--- src/rtl/cortical_neuron_array_tm.sv ---
// cortical_neuron_array_tm: time-multiplexed LIF neuron array with STP,
// adaptive threshold, dopamine modulation. Option: CORTICAL_REFRACTORY_EN.
module cortical_neuron_array_tm #(
    parameter int N_NEURON = 8,
    parameter int POT_W    = 24,
    parameter int TH_W     = 16,
    parameter int WEIGHT_W = 16,
    parameter int TH_INIT  = 2048,
    parameter int REFRAC   = 4,
    parameter int IDX_W    = $clog2(N_NEURON)
) (
    input  logic                       clk,
    input  logic                       rst_n,
    input  logic                       clk_en,
    input  logic                       tick_i,
    input  logic                       syn_valid_i,
    output logic                       syn_ready_o,
    input  logic [IDX_W-1:0]           syn_idx_i,
    input  logic signed [WEIGHT_W-1:0] i_syn,
    input  logic [7:0]                 dopamine_i,
    output logic                       spike_valid_o,
    output logic [IDX_W-1:0]           spike_idx_o,
    output logic                       busy_o,
    output logic                       done_o,
    output logic                       overrun_o
);
    localparam int EW = POT_W + 2;
    localparam int TW = TH_W + 1;

    if (N_NEURON < 2) begin : g_bad_n
        $error("N_NEURON must be at least 2");
    end
    if (REFRAC < 1 || REFRAC > 255) begin : g_bad_refrac
        $error("REFRAC must be within 1..255");
    end

    typedef enum logic {IDLE, SWEEP} state_t;
    state_t state_q, state_d;
    logic [IDX_W-1:0] idx_q, idx_d;

    logic sweep, last, syn_take, refr, spike;
    logic spike_valid_q, done_q, overrun_q;
    logic [IDX_W-1:0] spike_idx_q;

    logic signed [POT_W-1:0]    v_all     [N_NEURON];
    logic [TH_W-1:0]            th_all    [N_NEURON];
    logic [15:0]                facil_all [N_NEURON];
    logic [15:0]                depr_all  [N_NEURON];
    logic signed [WEIGHT_W-1:0] acc_all   [N_NEURON];

    logic signed [POT_W-1:0]    v_cur, v_d, v_min, v_max;
    logic signed [EW-1:0]       v_ext, gain, sum;
    logic signed [TH_W-1:0]     v_top;
    logic [TH_W-1:0]            th_cur, th_eff, th_nxt;
    logic [TW-1:0]              th_diff;
    logic [15:0]                facil_cur, facil_nxt;
    logic [15:0]                depr_cur, depr_nxt;
    logic signed [WEIGHT_W-1:0] acc_cur, acc_in, acc_new;
    logic signed [WEIGHT_W:0]   acc_sum;

    assign sweep    = (state_q == SWEEP);
    assign last     = (idx_q == IDX_W'(N_NEURON - 1));
    assign syn_take = !sweep && syn_valid_i;

    assign syn_ready_o   = !sweep;
    assign busy_o        = sweep;
    assign spike_valid_o = spike_valid_q;
    assign spike_idx_o   = spike_idx_q;
    assign done_o        = done_q;
    assign overrun_o     = overrun_q;

`ifdef CORTICAL_REFRACTORY_EN
    logic [7:0] refrac_all [N_NEURON];
    assign refr = (refrac_all[idx_q] != 8'd0);
`else
    assign refr = 1'b0;
`endif

    // State register for the sweep sequencer
    always_ff @(posedge clk or negedge rst_n) begin
        if (!rst_n) begin
            state_q <= IDLE;
            idx_q   <= '0;
        end else if (clk_en) begin
            state_q <= state_d;
            idx_q   <= idx_d;
        end
    end

    // Next state: a tick starts a sweep that visits every neuron once
    always_comb begin
        state_d = state_q;
        idx_d   = idx_q;
        unique case (state_q)
            IDLE: begin
                if (tick_i) begin
                    state_d = SWEEP;
                    idx_d   = '0;
                end
            end
            SWEEP: begin
                if (last) begin
                    state_d = IDLE;
                    idx_d   = '0;
                end else begin
                    idx_d = idx_q + 1'b1;
                end
            end
            default: state_d = IDLE;
        endcase
    end

    // Shared update datapath for the neuron selected by idx_q
    always_comb begin
        v_cur     = v_all[idx_q];
        th_cur    = th_all[idx_q];
        facil_cur = facil_all[idx_q];
        depr_cur  = depr_all[idx_q];
        acc_cur   = acc_all[idx_q];
        v_min     = {1'b1, {(POT_W-1){1'b0}}};
        v_max     = {1'b0, {(POT_W-1){1'b1}}};
        v_ext     = $signed({{2{v_cur[POT_W-1]}}, v_cur});
        gain      = '0;
        if (!refr) begin
            gain = $signed({{(EW-WEIGHT_W){acc_cur[WEIGHT_W-1]}}, acc_cur});
        end
        sum = v_ext - (v_ext >>> 3) + gain
            + $signed({{(EW-8){1'b0}}, facil_cur[15:8]})
            - $signed({{(EW-8){1'b0}}, depr_cur[15:8]});
        if (&sum[EW-1:POT_W-1] || ~|sum[EW-1:POT_W-1]) begin
            v_d = sum[POT_W-1:0];
        end else if (sum[EW-1]) begin
            v_d = v_min;
        end else begin
            v_d = v_max;
        end
        v_top   = v_d[POT_W-1 -: TH_W];
        th_diff = {1'b0, th_cur} - TW'({dopamine_i, 8'h00});
        th_eff  = th_diff[TW-1] ? '0 : th_diff[TH_W-1:0];
        spike   = !refr
                && ($signed({v_top[TH_W-1], v_top}) >= $signed({1'b0, th_eff}));
        facil_nxt = facil_cur - (facil_cur >> 4);
        if (!acc_cur[WEIGHT_W-1] && |acc_cur) begin
            facil_nxt = facil_nxt + 16'd32;
        end
        th_nxt   = th_cur - (th_cur >> 5) + (spike ? TH_W'(32) : '0);
        depr_nxt = depr_cur - (depr_cur >> 4) + (spike ? 16'd64 : 16'd0);
        acc_in   = acc_all[syn_idx_i];
        acc_sum  = {acc_in[WEIGHT_W-1], acc_in} + {i_syn[WEIGHT_W-1], i_syn};
        acc_new  = acc_sum[WEIGHT_W-1:0];
        if (acc_sum[WEIGHT_W] != acc_sum[WEIGHT_W-1]) begin
            acc_new = acc_sum[WEIGHT_W]
                    ? {1'b1, {(WEIGHT_W-1){1'b0}}}
                    : {1'b0, {(WEIGHT_W-1){1'b1}}};
        end
    end

    for (genvar g = 0; g < N_NEURON; g++) begin : g_neuron
        logic signed [POT_W-1:0]    v_q;
        logic [TH_W-1:0]            th_q;
        logic [15:0]                facil_q;
        logic [15:0]                depr_q;
        logic signed [WEIGHT_W-1:0] acc_q;
        logic                       upd, hit;

        assign upd = sweep && (idx_q == IDX_W'(g));
        assign hit = syn_take && (syn_idx_i == IDX_W'(g));

        // Write-back in this neuron's sweep slot, else event accumulation
        always_ff @(posedge clk or negedge rst_n) begin
            if (!rst_n) begin
                v_q     <= '0;
                th_q    <= TH_W'(TH_INIT);
                facil_q <= '0;
                depr_q  <= '0;
                acc_q   <= '0;
            end else if (clk_en) begin
                if (upd) begin
                    v_q     <= spike ? '0 : v_d;
                    th_q    <= th_nxt;
                    facil_q <= facil_nxt;
                    depr_q  <= depr_nxt;
                    acc_q   <= '0;
                end else if (hit) begin
                    acc_q <= acc_new;
                end
            end
        end

        assign v_all[g]     = v_q;
        assign th_all[g]    = th_q;
        assign facil_all[g] = facil_q;
        assign depr_all[g]  = depr_q;
        assign acc_all[g]   = acc_q;

`ifdef CORTICAL_REFRACTORY_EN
        logic [7:0] refrac_q;

        // Refractory countdown, reloaded on a spike
        always_ff @(posedge clk or negedge rst_n) begin
            if (!rst_n) begin
                refrac_q <= '0;
            end else if (clk_en && upd) begin
                if (spike) begin
                    refrac_q <= 8'(REFRAC);
                end else if (refrac_q != 8'd0) begin
                    refrac_q <= refrac_q - 8'd1;
                end
            end
        end

        assign refrac_all[g] = refrac_q;
`endif
    end

    // Registered spike/done pulses and sticky overrun flag
    always_ff @(posedge clk or negedge rst_n) begin
        if (!rst_n) begin
            spike_valid_q <= 1'b0;
            spike_idx_q   <= '0;
            done_q        <= 1'b0;
            overrun_q     <= 1'b0;
        end else if (clk_en) begin
            spike_valid_q <= sweep && spike;
            if (sweep && spike) begin
                spike_idx_q <= idx_q;
            end
            done_q <= sweep && last;
            if (sweep && tick_i) begin
                overrun_q <= 1'b1;
            end
        end
    end

endmodule
--- config.mk ---
export PLATFORM = sky130hd
export DESIGN_NAME = cortical_neuron_array_tm
export DESIGN_NICKNAME = d
export VERILOG_FILES = /design/src/rtl/cortical_neuron_array_tm.sv
export SDC_FILE = /design/constraint.sdc
export NUM_CORES = 2
export LEC_CHECK = 0
export CAP_MARGIN = 20
export CORE_ASPECT_RATIO = 1.2
export CORE_MARGIN = 3
export CORE_UTILIZATION = 55
export CTS_BUF_LIST = sky130_fd_sc_hd__clkbuf_8 sky130_fd_sc_hd__clkbuf_16
export DETAILED_ROUTE_END_ITERATION = 8
export GPL_TIMING_DRIVEN = 1
export HOLD_SLACK_MARGIN = 0.05
export PLACE_DENSITY = 0.71
export SLEW_MARGIN = 20
export SYNTH_ARGS = -nofsm -noshare
export SYNTH_HDL_FRONTEND = slang
export SYNTH_SLANG_ARGS = --single-unit
--- constraint.sdc ---
create_clock -name clk -period 24.3 [get_ports clk]
set_input_delay 2.43 -clock clk [delete_from_list [all_inputs] [get_ports clk]]
set_output_delay 2.43 -clock clk [all_outputs]
set_load 0.02 [all_outputs]
==> summary.txt <==
STA
  – Worst setup margin: between 10000 and 15000 ps
  – Final setup viols: 0
  – RSZ-0062 raised after global routing: no
  – Tmin final: approximately 13000 ps
  – Final hold viol count: 0
  – Clock Skew: 28.7 ps
  – Setup TNS: 0 ps
  – Hold_ws: roughly 470 ps
  – Slew margin rel.: between 20% and 30%
  – Final Max Slew Viols: 0
  – FMAX: just under 80 MHz
  – Worst slew pin tran: 1180 ps
  – Period utilisation layout: between 50% and 60%

Synthesis
  – Cells after Synth: 3731
  – Predominant post-synthesis flop cell: dfrtp_1
  – Top-count cell post-synth: nand2_1
  – Fraction of registers with async set or reset after synthesis: between 90% and 100%
  – Syn nets: 3975
  – Mean post-synth cell area: between 10 and 15 sq um
  – FF+latch count, synth: between 700 and 800
  – Post-synthesis instance area: slightly below 40000 sq um
  – Synth cell types: 83
  – Synth top area cells: dfrtp_1, mux4_2, o21ai_0
  – Dominant cell type by area after synthesis: dfrtp_1
  – Yosys warns: 0
  – Post-synth top area share: a little under half
  – Commonest cells post-synth: nand2_1, dfrtp_1, o21ai_0, mux4_2, inv_1
  – Seq/Total Area, Yosys: 46.5%
  – Post-synth EDFFs: 0

Setup path
  – Reg2Reg Setup Slack: 11550 ps
  – Critical-path top delay cell: dfrtp_4
  – Crit-path most repeated cell: inv_1
  – Crit path largest cell delay: around 940 ps
  – Largest fanout on the critical path: 86
  – Worst EP required: around 25000 ps
  – Critical setup path kind: register to register
  – Worst reg-to-reg path cell count: 47
  – Worst Setup End Kind: register
  – Type of origin of the critical path: register
  – CP arrival: about 13000 ps

Floorplanning
  – Core area: just under 70000 sq um
  – Chip width: around 250 microns
  – Row count: roughly 110
  – Area of the die: between 70000 and 80000 sq um
  – Initial core utilization: between 50% and 60%
  – Die H: a little under 300 microns
  – Num ports: 40

Route
  – Iter 0 DRT Violations: approximately 2000
  – ANT nets after route: 0
  – DR vias/cell: between 6 and 7
  – Post-route DRC: 0
  – Post-DR wirelength/cell: between 20 and 25 microns
  – Drt pass-1 iters: 5
  – Vias: around 28000
  – WL final: about 100 mm

Clocking
  – Clock transition at path regs: around 60 ps
  – CTS Sinks: between 700 and 800
  – Clock buffer count from CTS: 74
  – Longest Clk Path Bufs: 3
  – Hold-fix buffers at CTS: 0
  – CTS tree: yes
  – Post-CTS resize count: 0
  – H-tree Lvls: 3
  – Skew-Pair Late Insertion Delay: approximately 640 ps
  – Clock root buffer: clkbuf_16
  – Postcts setup bufs: 0

Flow run
  – Max cap viols: 0

GRT
  – Gr ovfl total: 0
  – Vias in the first global route: about 29000
  – GRT Overall Usage: 28.0%
  – Largest net degree at the start of global routing: 130
  – Initial antenna violation count: 0
  – First-pass GRT wire length: 160 mm

Place
  – Post-DP HPWL: slightly above 60 mm
  – Pre-CTS setup slack: between 10000 and 15000 ps
  – GPL Wtd Cong: between 0.8 and 0.9
  – PortBufs: 39

Layout
  – Ant diodes: 0
  – Area growth from synthesis to layout: 9.96%
  – Fill cells: 5595
  – Nets: roughly 3900
  – Share of cells above drive strength 1: roughly an eighth
  – Final core occ: roughly 61%

Outcome
  – Status: complete, no violations

Worst hold path
  – Hold path depth: 1
  – Worst Hold Class: register to register
==> worst paths after layout <==
path,startpoint,endpoint
worst min register to register,overrun_o,overrun_o
worst max register to register,idx_q[0],g_neuron[3].th_q[15]
worst min-delay path,overrun_o,overrun_o
worst max-delay path,idx_q[0],g_neuron[3].th_q[15]
max in group asynchronous,rst_n,g_neuron[1].v_q[19]
min in group asynchronous,rst_n,g_neuron[2].facil_q[3]
==> layout by cell type (no fill, tap or decap), drive strengths merged, types with 7 or more instances in the layout <==
master / n
inv: 192
clkdlybuf4s50: 36
a21o: 37
buf: 38
o21ai: 711
nand3: 31
o21a: 9
bufinv: 17
nor2: 81
xnor2: 55
or2: 10
fa: 46
o211ai: 7
xor2: 33
ha: 166
mux2i: 26
dfrtp: 706
a21oi: 72
mux4: 209
dfstp: 8
nand2: 898
and2: 53
clkbuf: 89
nor3: 19
nor2b: 11
clkinv: 9
o21bai: 10
mux2: 49
nand2b: 15
==> per-layer routing <==
layer | GRT usage, % | share of wire [%]
met3 | 4.13 | 6.5
met5 | 0 | 0
met1 | 38.1 | 42
met4 | 9.88 | 3.3
met2 | 46.6 | 48
==> critical path: cells and delay by family (launching register included) <==
family,cells,cell delay [ps]
buffers and inverters,10,2370
flip-flops,1,940
adder cells (fa/ha/maj),8,3140
AND/OR/NAND/NOR,9,1590
multiplexers,1,610
XOR/XNOR,2,760
AO/OA/AOI/OAI,17,3020
==> area by class of cell <==
type,instances,area [sq um],area share [%]
multi-input combinational,2634,19100,45.2
inverter,173,652,1.54
timing repair buffer,74,697,1.65
tap,909,1140,2.69
clock buffer,89,2080,4.93
sequential,714,17900,42.4
clock inverter,48,696,1.65
==> registers in the layout, indices dropped and copies added (netlist names), 3 cells and up <==
| register | flops |
|---|---|
| g_neuron.th_q | 128 |
| g_neuron.depr_q | 128 |
| g_neuron.acc_q | 128 |
| spike_idx_o | 3 |
| idx_q | 3 |
| g_neuron.facil_q | 128 |
| g_neuron.v_q | 192 |
==> kinds of logic (layout without fill, tap and decap cells) <==
| family | Yosys count | after routing | share of synthesized area (%) |
|---|---|---|---|
| flip-flops | 714 | 714 | 46.5 |
| multiplexers | 284 | 284 | 14.5 |
| buffers and inverters | 383 | 384 | 3.99 |
| AND/OR/NAND/NOR | 1151 | 1151 | 12.3 |
| adder cells (fa/ha/maj) | 212 | 212 | 7.80 |
| AO/OA/AOI/OAI | 899 | 899 | 12.8 |
| XOR/XNOR | 88 | 88 | 2.05 |
==> per-stage QoR <==
step                      instances  instance area (sq um)
after global placement         4503                  39400
after floorplan                3731                  38400
final                          4641                  42200
after global routing           4641                  42200
after CTS                      4640                  42200
after detailed placement       4503                  39400
Power is left out: the tool's default activity adds up to more than one toggle a clock period on the data nets, which glitch-free logic cannot reach.
